<file path="src/rtl/vigna_mdu.sv">
// vigna_mdu: iterative RV32M multiply/divide unit.
//
// Multiplies by shift-add into a 2*XLEN accumulator and divides by
// restoring shift-subtract, retiring BITS_PER_CYCLE bits per CALC cycle.
// Operands are converted to magnitudes on accept and the recorded result
// sign is applied in a single FIX cycle. Divide-by-zero and signed
// overflow are resolved on the accept edge and skip CALC/FIX entirely.
//
// Ports:
//   clk, resetn            clock, asynchronous active-low reset
//   req_valid/req_ready    request handshake (ready only in IDLE)
//   req_op                 RV32M funct3
//   req_a, req_b           rs1 / rs2 operands
//   req_rd                 destination tag, returned on resp_rd
//   flush                  abort the in-flight operation (ignored in IDLE)
//   resp_valid/resp_ready  response handshake
//   resp_data, resp_rd     result and its tag, held stable until taken
//   busy                   high whenever not IDLE
module vigna_mdu #(
  parameter int XLEN           = 32,
  parameter int BITS_PER_CYCLE = 1
) (
  input  logic            clk,
  input  logic            resetn,
  input  logic            req_valid,
  output logic            req_ready,
  input  logic [2:0]      req_op,
  input  logic [XLEN-1:0] req_a,
  input  logic [XLEN-1:0] req_b,
  input  logic [4:0]      req_rd,
  input  logic            flush,
  output logic            resp_valid,
  input  logic            resp_ready,
  output logic [XLEN-1:0] resp_data,
  output logic [4:0]      resp_rd,
  output logic            busy
);

  localparam int N  = XLEN / BITS_PER_CYCLE;
  localparam int CW = $clog2(N) + 1;

  typedef enum logic [1:0] {IDLE, CALC, FIX, DONE} state_t;

  state_t state, state_nxt;

  logic [2:0]      op;
  logic [4:0]      rd;
  logic            neg;
  logic [CW-1:0]   cnt;
  logic [XLEN-1:0] hi, lo, opb;

  function automatic logic [XLEN-1:0] cond_neg(input logic [XLEN-1:0] v, input logic s);
    return s ? (~v + 1'b1) : v;
  endfunction

  function automatic logic [2*XLEN-1:0] cond_neg_wide(input logic [2*XLEN-1:0] v, input logic s);
    return s ? (~v + 1'b1) : v;
  endfunction

  // Accept-time operand decode
  logic                   accept, is_div, a_signed, b_signed, sa, sb;
  logic                   div_zero, div_ovf, special, sign_acc;
  logic signed [XLEN-1:0] a_s, b_s;
  logic [XLEN-1:0]        mag_a, mag_b, special_data;

  assign accept   = req_valid && (state == IDLE) && !flush;
  assign is_div   = req_op[2];
  assign a_s      = req_a;
  assign b_s      = req_b;
  assign a_signed = (req_op == 3'b001) || (req_op == 3'b010) ||
                    (req_op == 3'b100) || (req_op == 3'b110);
  assign b_signed = (req_op == 3'b001) || (req_op == 3'b100) || (req_op == 3'b110);
  assign sa       = a_signed && (a_s < 0);
  assign sb       = b_signed && (b_s < 0);
  assign mag_a    = cond_neg(req_a, sa);
  assign mag_b    = cond_neg(req_b, sb);
  // REM/REMU take the dividend's sign; everything else takes sa^sb
  assign sign_acc = (is_div && req_op[1]) ? sa : (sa ^ sb);

  assign div_zero = is_div && (req_b == '0);
  assign div_ovf  = is_div && !req_op[0] && (req_a == {1'b1, {(XLEN-1){1'b0}}}) && (req_b == '1);
  assign special  = div_zero || div_ovf;
  // Overflow quotient equals the dividend (most negative value)
  always_comb begin
    special_data = '0;
    if (div_zero) special_data = req_op[1] ? req_a : '1;
    else          special_data = req_op[1] ? '0 : req_a;
  end

  // CALC iteration: BITS_PER_CYCLE shift-add or shift-subtract steps
  logic [XLEN-1:0] hi_nxt, lo_nxt;
  logic [XLEN:0]   sh, diff, sum;

  always_comb begin
    hi_nxt = hi;
    lo_nxt = lo;
    sh     = '0;
    diff   = '0;
    sum    = '0;
    for (int i = 0; i < BITS_PER_CYCLE; i++) begin
      if (op[2]) begin
        // Partial remainder stays below the divisor, so sh < 2*divisor
        // and the borrow bit alone decides the quotient bit.
        sh   = {hi_nxt, lo_nxt[XLEN-1]};
        diff = sh - {1'b0, opb};
        if (!diff[XLEN]) begin
          hi_nxt = diff[XLEN-1:0];
          lo_nxt = {lo_nxt[XLEN-2:0], 1'b1};
        end else begin
          hi_nxt = sh[XLEN-1:0];
          lo_nxt = {lo_nxt[XLEN-2:0], 1'b0};
        end
      end else begin
        sum    = {1'b0, hi_nxt} + (lo_nxt[0] ? {1'b0, opb} : {(XLEN+1){1'b0}});
        hi_nxt = sum[XLEN:1];
        lo_nxt = {sum[0], lo_nxt[XLEN-1:1]};
      end
    end
  end

  // FIX: sign correction and result selection
  logic [2*XLEN-1:0] prod_fix;
  logic [XLEN-1:0]   result;

  assign prod_fix = cond_neg_wide({hi, lo}, neg);

  always_comb begin
    result = '0;
    case (op)
      3'b000:                 result = prod_fix[XLEN-1:0];
      3'b001, 3'b010, 3'b011: result = prod_fix[2*XLEN-1:XLEN];
      3'b100, 3'b101:         result = cond_neg(lo, neg);
      default:                result = cond_neg(hi, neg);
    endcase
  end

  // Control FSM
  always_ff @(posedge clk or negedge resetn) begin
    if (!resetn) state <= IDLE;
    else         state <= state_nxt;
  end

  always_comb begin
    state_nxt = state;
    case (state)
      IDLE: if (accept)                        state_nxt = special ? DONE : CALC;
      CALC: if (flush)                         state_nxt = IDLE;
            else if (cnt == CW'(N - 1))        state_nxt = FIX;
      FIX:  state_nxt = flush ? IDLE : DONE;
      DONE: if (flush || resp_ready)           state_nxt = IDLE;
      default:                                 state_nxt = IDLE;
    endcase
  end

  // Datapath and response registers
  always_ff @(posedge clk or negedge resetn) begin
    if (!resetn) begin
      op         <= '0;
      rd         <= '0;
      neg        <= 1'b0;
      cnt        <= '0;
      hi         <= '0;
      lo         <= '0;
      opb        <= '0;
      resp_valid <= 1'b0;
      resp_data  <= '0;
      resp_rd    <= '0;
    end else begin
      case (state)
        IDLE: if (accept) begin
          op  <= req_op;
          rd  <= req_rd;
          neg <= sign_acc;
          cnt <= '0;
          hi  <= '0;
          lo  <= is_div ? mag_a : mag_b;
          opb <= is_div ? mag_b : mag_a;
          if (special) begin
            resp_valid <= 1'b1;
            resp_data  <= special_data;
            resp_rd    <= req_rd;
          end
        end
        CALC: begin
          hi  <= hi_nxt;
          lo  <= lo_nxt;
          cnt <= cnt + 1'b1;
        end
        FIX: if (!flush) begin
          resp_valid <= 1'b1;
          resp_data  <= result;
          resp_rd    <= rd;
        end
        DONE: if (flush || resp_ready) resp_valid <= 1'b0;
        default: ;
      endcase
    end
  end

  assign req_ready = (state == IDLE);
  assign busy      = (state != IDLE);

endmodule

</file>
<file path="config.mk">
export PLATFORM = sky130hd
export DESIGN_NAME = vigna_mdu
export DESIGN_NICKNAME = d
export VERILOG_FILES = /design/src/rtl/vigna_mdu.sv
export SDC_FILE = /design/constraint.sdc
export NUM_CORES = 1
export LEC_CHECK = 0
export BUFFER_PORTS_ARGS = -buffer_cell sky130_fd_sc_hd__buf_2
export CAP_MARGIN = 20
export CORE_ASPECT_RATIO = 1.25
export CORE_UTILIZATION = 50
export DETAILED_ROUTE_END_ITERATION = 16
export HOLD_SLACK_MARGIN = 0.05
export PLACE_DENSITY = 0.68
export SLEW_MARGIN = 20
export SYNTH_ARGS = -nofsm -noshare
export SYNTH_HDL_FRONTEND = slang
export SYNTH_SLANG_ARGS = --single-unit
</file>
<file path="constraint.sdc">
create_clock -name clk -period 7.3 [get_ports clk]
set_clock_uncertainty 0.15 [all_clocks]
set_input_delay 0 -clock clk [delete_from_list [all_inputs] [get_ports clk]]
set_output_delay 0 -clock clk [all_outputs]
set_load 0.01 [all_outputs]
</file>
## After elaboration in Yosys (flattened, before gate mapping)

Index checks and enable logic that the tools add are counted.

| word-level totals | value |
|---|---|
| bits in registers | 151 |
| bits of input ports | 77 |
| output and inout bits | 40 |
| logic and storage cells | 122 |

| cells by class | value |
|---|---|
| add/sub/neg operators | 8 |
| $lt $le $gt $ge | 2 |
| equality and inequality tests | 20 |
| mux-type cells | 43 |
| bitwise gates (word level) | 6 |
| reduce and logical (&&, ||, !) cells | 32 |

Operator list:

| operator | count |
|---|---|
| 32-bit 2-to-1 mux | 18 |
| 32-bit one-hot mux with 2 select lines | 3 |
| 32-bit by 1-bit adder with 32-bit output, second input constant | 4 |
| 32-bit NOT | 4 |
| 32-bit one-hot mux with 3 select lines | 1 |
| 64-bit by 1-bit adder with 64-bit output, second input constant | 1 |
| 32-bit == test, second input constant | 2 |
| 32-bit by 1-bit less-than comparator with 1-bit output, second input constant | 2 |
| 64-bit 2-to-1 mux | 1 |
| 64-bit NOT | 1 |
| 32-bit by 32-bit adder with 33-bit output | 1 |
| 33-bit by 32-bit subtractor with 33-bit output | 1 |
| 32-bit logical NOT | 1 |
| 5-bit 2-to-1 mux | 3 |
| 3-bit == test, second input constant | 4 |
| 2-bit 2-to-1 mux | 6 |
| 6-bit one-hot mux with 2 select lines | 1 |
| 5-bit one-hot mux with 2 select lines | 1 |
| 3-bit by 2-bit == test with 1-bit output, second input constant | 3 |
| 1-bit logical AND | 9 |
| 2-bit one-hot mux with 4 select lines | 1 |
| 1-bit logical OR | 7 |
| 6-bit by 1-bit adder with 6-bit output, second input constant | 1 |
| 3-bit by 1-bit == test with 1-bit output, second input constant | 2 |
| 21 further kinds | 33 |

## Depth between registers and ports, before layout

| logic depth | value |
|---|---|
| depth in word-level cells | 9 |
| gate-level depth with buffers | 16 |
| gate-level depth less buffers | 14 |

## Worst setup path before layout

Ideal clock, no wire load.

| path | value |
|---|---|
| path kind | reg-to-reg |
| from | register lo[31] |
| to | register hi[21] |
| setup time | 0.133 ns |
| arrival time | 3.421 ns |
| data required time | 7.017 ns |
| path slack | 3.596 ns |
| stages on the path, launching flop included | 16 |
| path buffers | 3 |
| period minus slack after synthesis | 3.704 ns |
| path through | dfrtp_1 -> clkbuf_1 -> inv_1 -> ha_1 -> fa_1 -> nand2b_1 -> a21oi_1 -> o211ai_1 -> a211oi_1 -> nor3_1 -> o21ai_0 -> xor2_1 -> buf_2 -> buf_2 -> mux2i_1 -> o21ai_0 |

| between the ends | value |
|---|---|
| longest elaborated chain between the ends | 4 |

Ends and longest elaborated chain:

| what | line | text |
|---|---|---|
| from (decl) | 50 | `logic [XLEN-1:0] hi, lo, opb;` |
| from (signal assigned) | 176 | `lo <= is_div ? mag_a : mag_b;` |
| from (signal assigned) | 186 | `lo <= lo_nxt;` |
| 33-bit by 32-bit subtractor with 33-bit output | 105 | `diff = sh - {1'b0, opb};` |
| 32-bit 2-to-1 mux | 106 | `if (!diff[XLEN]) begin` |
| 32-bit 2-to-1 mux | 101 | `if (op[2]) begin` |
| 32-bit one-hot mux with 2 select lines | 169 | `case (state)` |
| to (signal assigned) | 185 | `hi <= hi_nxt;` |
| to (decl) | 50 |  |

No other way between the ends.
A chain may end at the register's enable or synchronous reset.

## Worst setup path in the final report

| path | value |
|---|---|
| from | register lo[31] |
| to | register hi[3] |

Same word-level chain as after synthesis.

==> impl_metrics.yaml <==
yosys:
  synth_nets: 2192
  synth-seq-cells: 151
  synth_edf_count: 0
  syn_area_per_cell_sq_um: 7.51
  yosysUniqueCellTypes: 79
  syn_area_sq_um: 15300
  ys_seq_area_share_pct: 24.6
  async_flop_share_pct: 100
  ys_warn_count: 0
  syn_inst: 2043
  synth-main-ff-cell: "dfrtp_1"
floorplanning:
  die_area_sq_um: 31400
  core.rowCount: 71
  die_w_microns: 159
  die_y_microns: 198
  core_area_sq_um: 30100
  start_util_pct: 50.9
  io_pins: 117
clock_tree:
  htree_levels: 4
  cts_resized: 0
  cts_made_buffers: 17
  postCtsSetupBuffers: 0
  clk_latency_ns: 0.47
  clk_pin_slew_worst_paths_ns: 0.08
  cts_tree: "done"
  cts_sinks: 151
  hold_buffers: 99
  clockBufferDepth: 2
  cts-root-buf: "clkbuf_16"
route:
  vias_per_cell: 6.29
  drtAntennaViolNets: 0
  drt_iter0_drc: 1611
  avgRoutedWirePerCell_microns: 21.1
  first_pass_iters: 6
  via_count: 16100
  drc: 0
  wl_microns: 54100
place:
  place_congestion: 0.993
  placed_cell_area_sq_um: 16100
  hpwl_microns: 40100
  portBuffers: 116
global_route:
  grt_pass1_vias: 15400
  grt_overflow: 0
  grt_max_degree: 103
  grt_usage_pct: 35.5
  antenna_found_initial: 1
  grt_pass1_wl_microns: 84600
worst_setup_path:
  crit_fanout: 28
  crit_path_end_kind: "flip-flop"
  start_kind: "flip-flop"
  required_ns: 7.50
  reg2reg_depth: 14
  path_class: "flip-flop to flip-flop"
  worstPathArrival_ns: 5.15
sta:
  fmax_ghz: 0.202
  worstMarginPinSlew_ns: 1.06
  finalCritPeriodShare_pct: 67.8
  relSlewSlack_pct: 29.4
  fin_crit_ns: 4.95
  grt_setup_unrepaired: "no"
  setup_viol: 0
  hold_viol: 0
  final.setup.tns_ns: 0
  slew_violations: 0
pwr:
  p_leak_nw: 7.31
  power.density_nw_per_um2: 363
  peakVddDrop_v: 0.000243
layout:
  final_net_count: 2300
  design_area_sq_um: 17700
  area_growth_pct: 15.1
  antenna_cells: 0
  drive_above_1_share_pct: 9.84
job:
  max_cap_violations: 0
worst_hold_path:
  hp-class: "input port to flip-flop"
  hold_path_depth: 5
status:
  status: "completed"
-- where the power goes --
part / switching [mW] / internal [mW]
sequential: 0.520 / 1.12
combinational: 2.30 / 1.59
clock: 0.424 / 0.451
-- cells by family (layout without fill, tap and decap cells) --
kind of cell	after synthesis	in the layout	synth area share (%)
AO/OA/AOI/OAI	699	699	28.6
XOR/XNOR	165	165	9.42
adder cells (fa/ha/maj)	92	92	7.28
buffers and inverters	214	335	5.34
flip-flops	151	151	24.6
multiplexers	69	69	4.51
AND/OR/NAND/NOR	653	653	20.2
-- through the flow --
stage	utilization (%)	power [mW]	hold slack [ns]	worst slack, ns	instances
4_1_cts	58.6	6.32	0.0521	2.35	2564
3_5_place_dp	53.4	5.36	-0.0677	2.38	2433
5_1_grt	58.6	6.86	0.0936	2.06	2565
6_report	58.6	6.41	0.0769	2.35	2565
3_3_place_gp	53.4	5.29	-0.0588	2.42	2433
2_1_floorplan	-	4.30	-0.446	3.60	2043
-- synthesized netlist by cell type, types with 6 or more instances --
library cell  count  area [sq um]
o211ai_1         27           203
and3_1           13          81.3
nor3b_1           9          67.6
a311o_1           6          60.1
a311oi_1          8          70.1
xnor2_1         103           902
or2_2            10          62.6
nor4_1           19           119
nand4_1          22           138
dfrtp_1         151          3780
nand3_1          26           130
or4_1            14           105
o21ai_1          11          55.1
a22oi_1          22           165
mux2i_1          68           681
nand2b_1         25           156
ha_1             70           876
o21bai_1          9          67.6
clkbuf_1        135           507
o21ai_0         198           991
or3_1            15          93.8
buf_1             7          26.3
o31ai_1          24           180
nor2_1          197           739
buf_2             7          35.0
xor2_1           62           543
a21oi_1         174           871
and2_1            6          37.5
nor2b_1          16           100
o221ai_1         15           131
a211oi_1         71           533
o21a_1           10          75.1
o22ai_1          13          81.3
a221oi_1          6          52.6
a21o_1           32           240
nand2_1         217           815
maj3_1           20           200
o41ai_1          11          96.3
nor3_1           45           225
inv_1            61           229
a31oi_1          20           125
-- registers in the layout (all words and copies together), names as in the netlist --
register,cells
hi,32
lo,32
opb,32
resp_data,32
cnt,6
rd,5
resp_rd,5
op,3
state,2
neg,1
resp_valid,1
-- final timing paths --
kind                                        startpoint  slack, ns                     end
worst max-delay path                lo[31]$_DFFE_PN0P_       2.35       hi[3]$_DFFE_PN0P_
worst min-delay path                         req_a[17]       0.08      lo[17]$_DFFE_PN0P_
worst max register to register      lo[31]$_DFFE_PN0P_       2.35       hi[3]$_DFFE_PN0P_
worst min register to register  resp_rd[3]$_DFFE_PN0P_       0.33  resp_rd[3]$_DFFE_PN0P_
max in group asynchronous                       resetn       5.12         neg$_DFFE_PN0P_
min in group asynchronous                       resetn       0.46      hi[19]$_DFFE_PN0P_
-- placed cells by master, fill, tap and decap left out, types with 17 or more instances in the layout --
cell type	synthesis	layout
nand3_1	26	26
inv_1	61	61
mux2i_1	68	68
xnor2_1	103	103
dlygate4sd3_1	0	98
nor3_1	45	45
nand2b_1	25	25
nor2_1	197	195
ha_1	70	70
o211ai_1	27	27
nand2_1	217	216
maj3_1	20	20
clkbuf_16	0	17
a211oi_1	71	71
a31oi_1	20	20
a22oi_1	22	22
buf_4	0	23
xor2_1	62	61
o21ai_0	198	198
a21o_1	32	31
buf_2	7	115
a21oi_1	174	174
nor4_1	19	19
o31ai_1	24	24
nand4_1	22	22
dfrtp_1	151	149
-- worst max-delay path: stages, from the launching register on --
cell and delay (ns):
dfrtp_1 0.57, inv_1 0.13, ha_1 0.25, fa_1 0.39
nand2b_1 0.20, a21oi_1 0.19, o211ai_1 0.21, a211oi_1 0.44
nor3_1 0.11, o21ai_0 0.44, xor2_4 0.77, buf_4 0.40
mux2i_1 0.21, nor2_1 0.05, a211o_1 0.30
-- layer usage --
metal | up-vias | global-route usage (%) | share of wire, %
met5 | - | 0 | 0.015
met3 | 167 | 5.87 | 7.2
li1 | 7668 | - | -
met2 | 742 | 57.4 | 47
met1 | 7559 | 44.2 | 40
met4 | 2 | 20.8 | 5.9
-- layout make-up --
type / count / area (sq um)
fillers: 2763 / 12500
multi-input cells: 1678 / 10800
clock inverters: 14 / 136
repair buffers: 239 / 1780
well taps: 401 / 502
inverters: 64 / 240
clock buffers: 18 / 429
flip-flops and latches: 151 / 3780
Power figures use the tool's default switching activity.
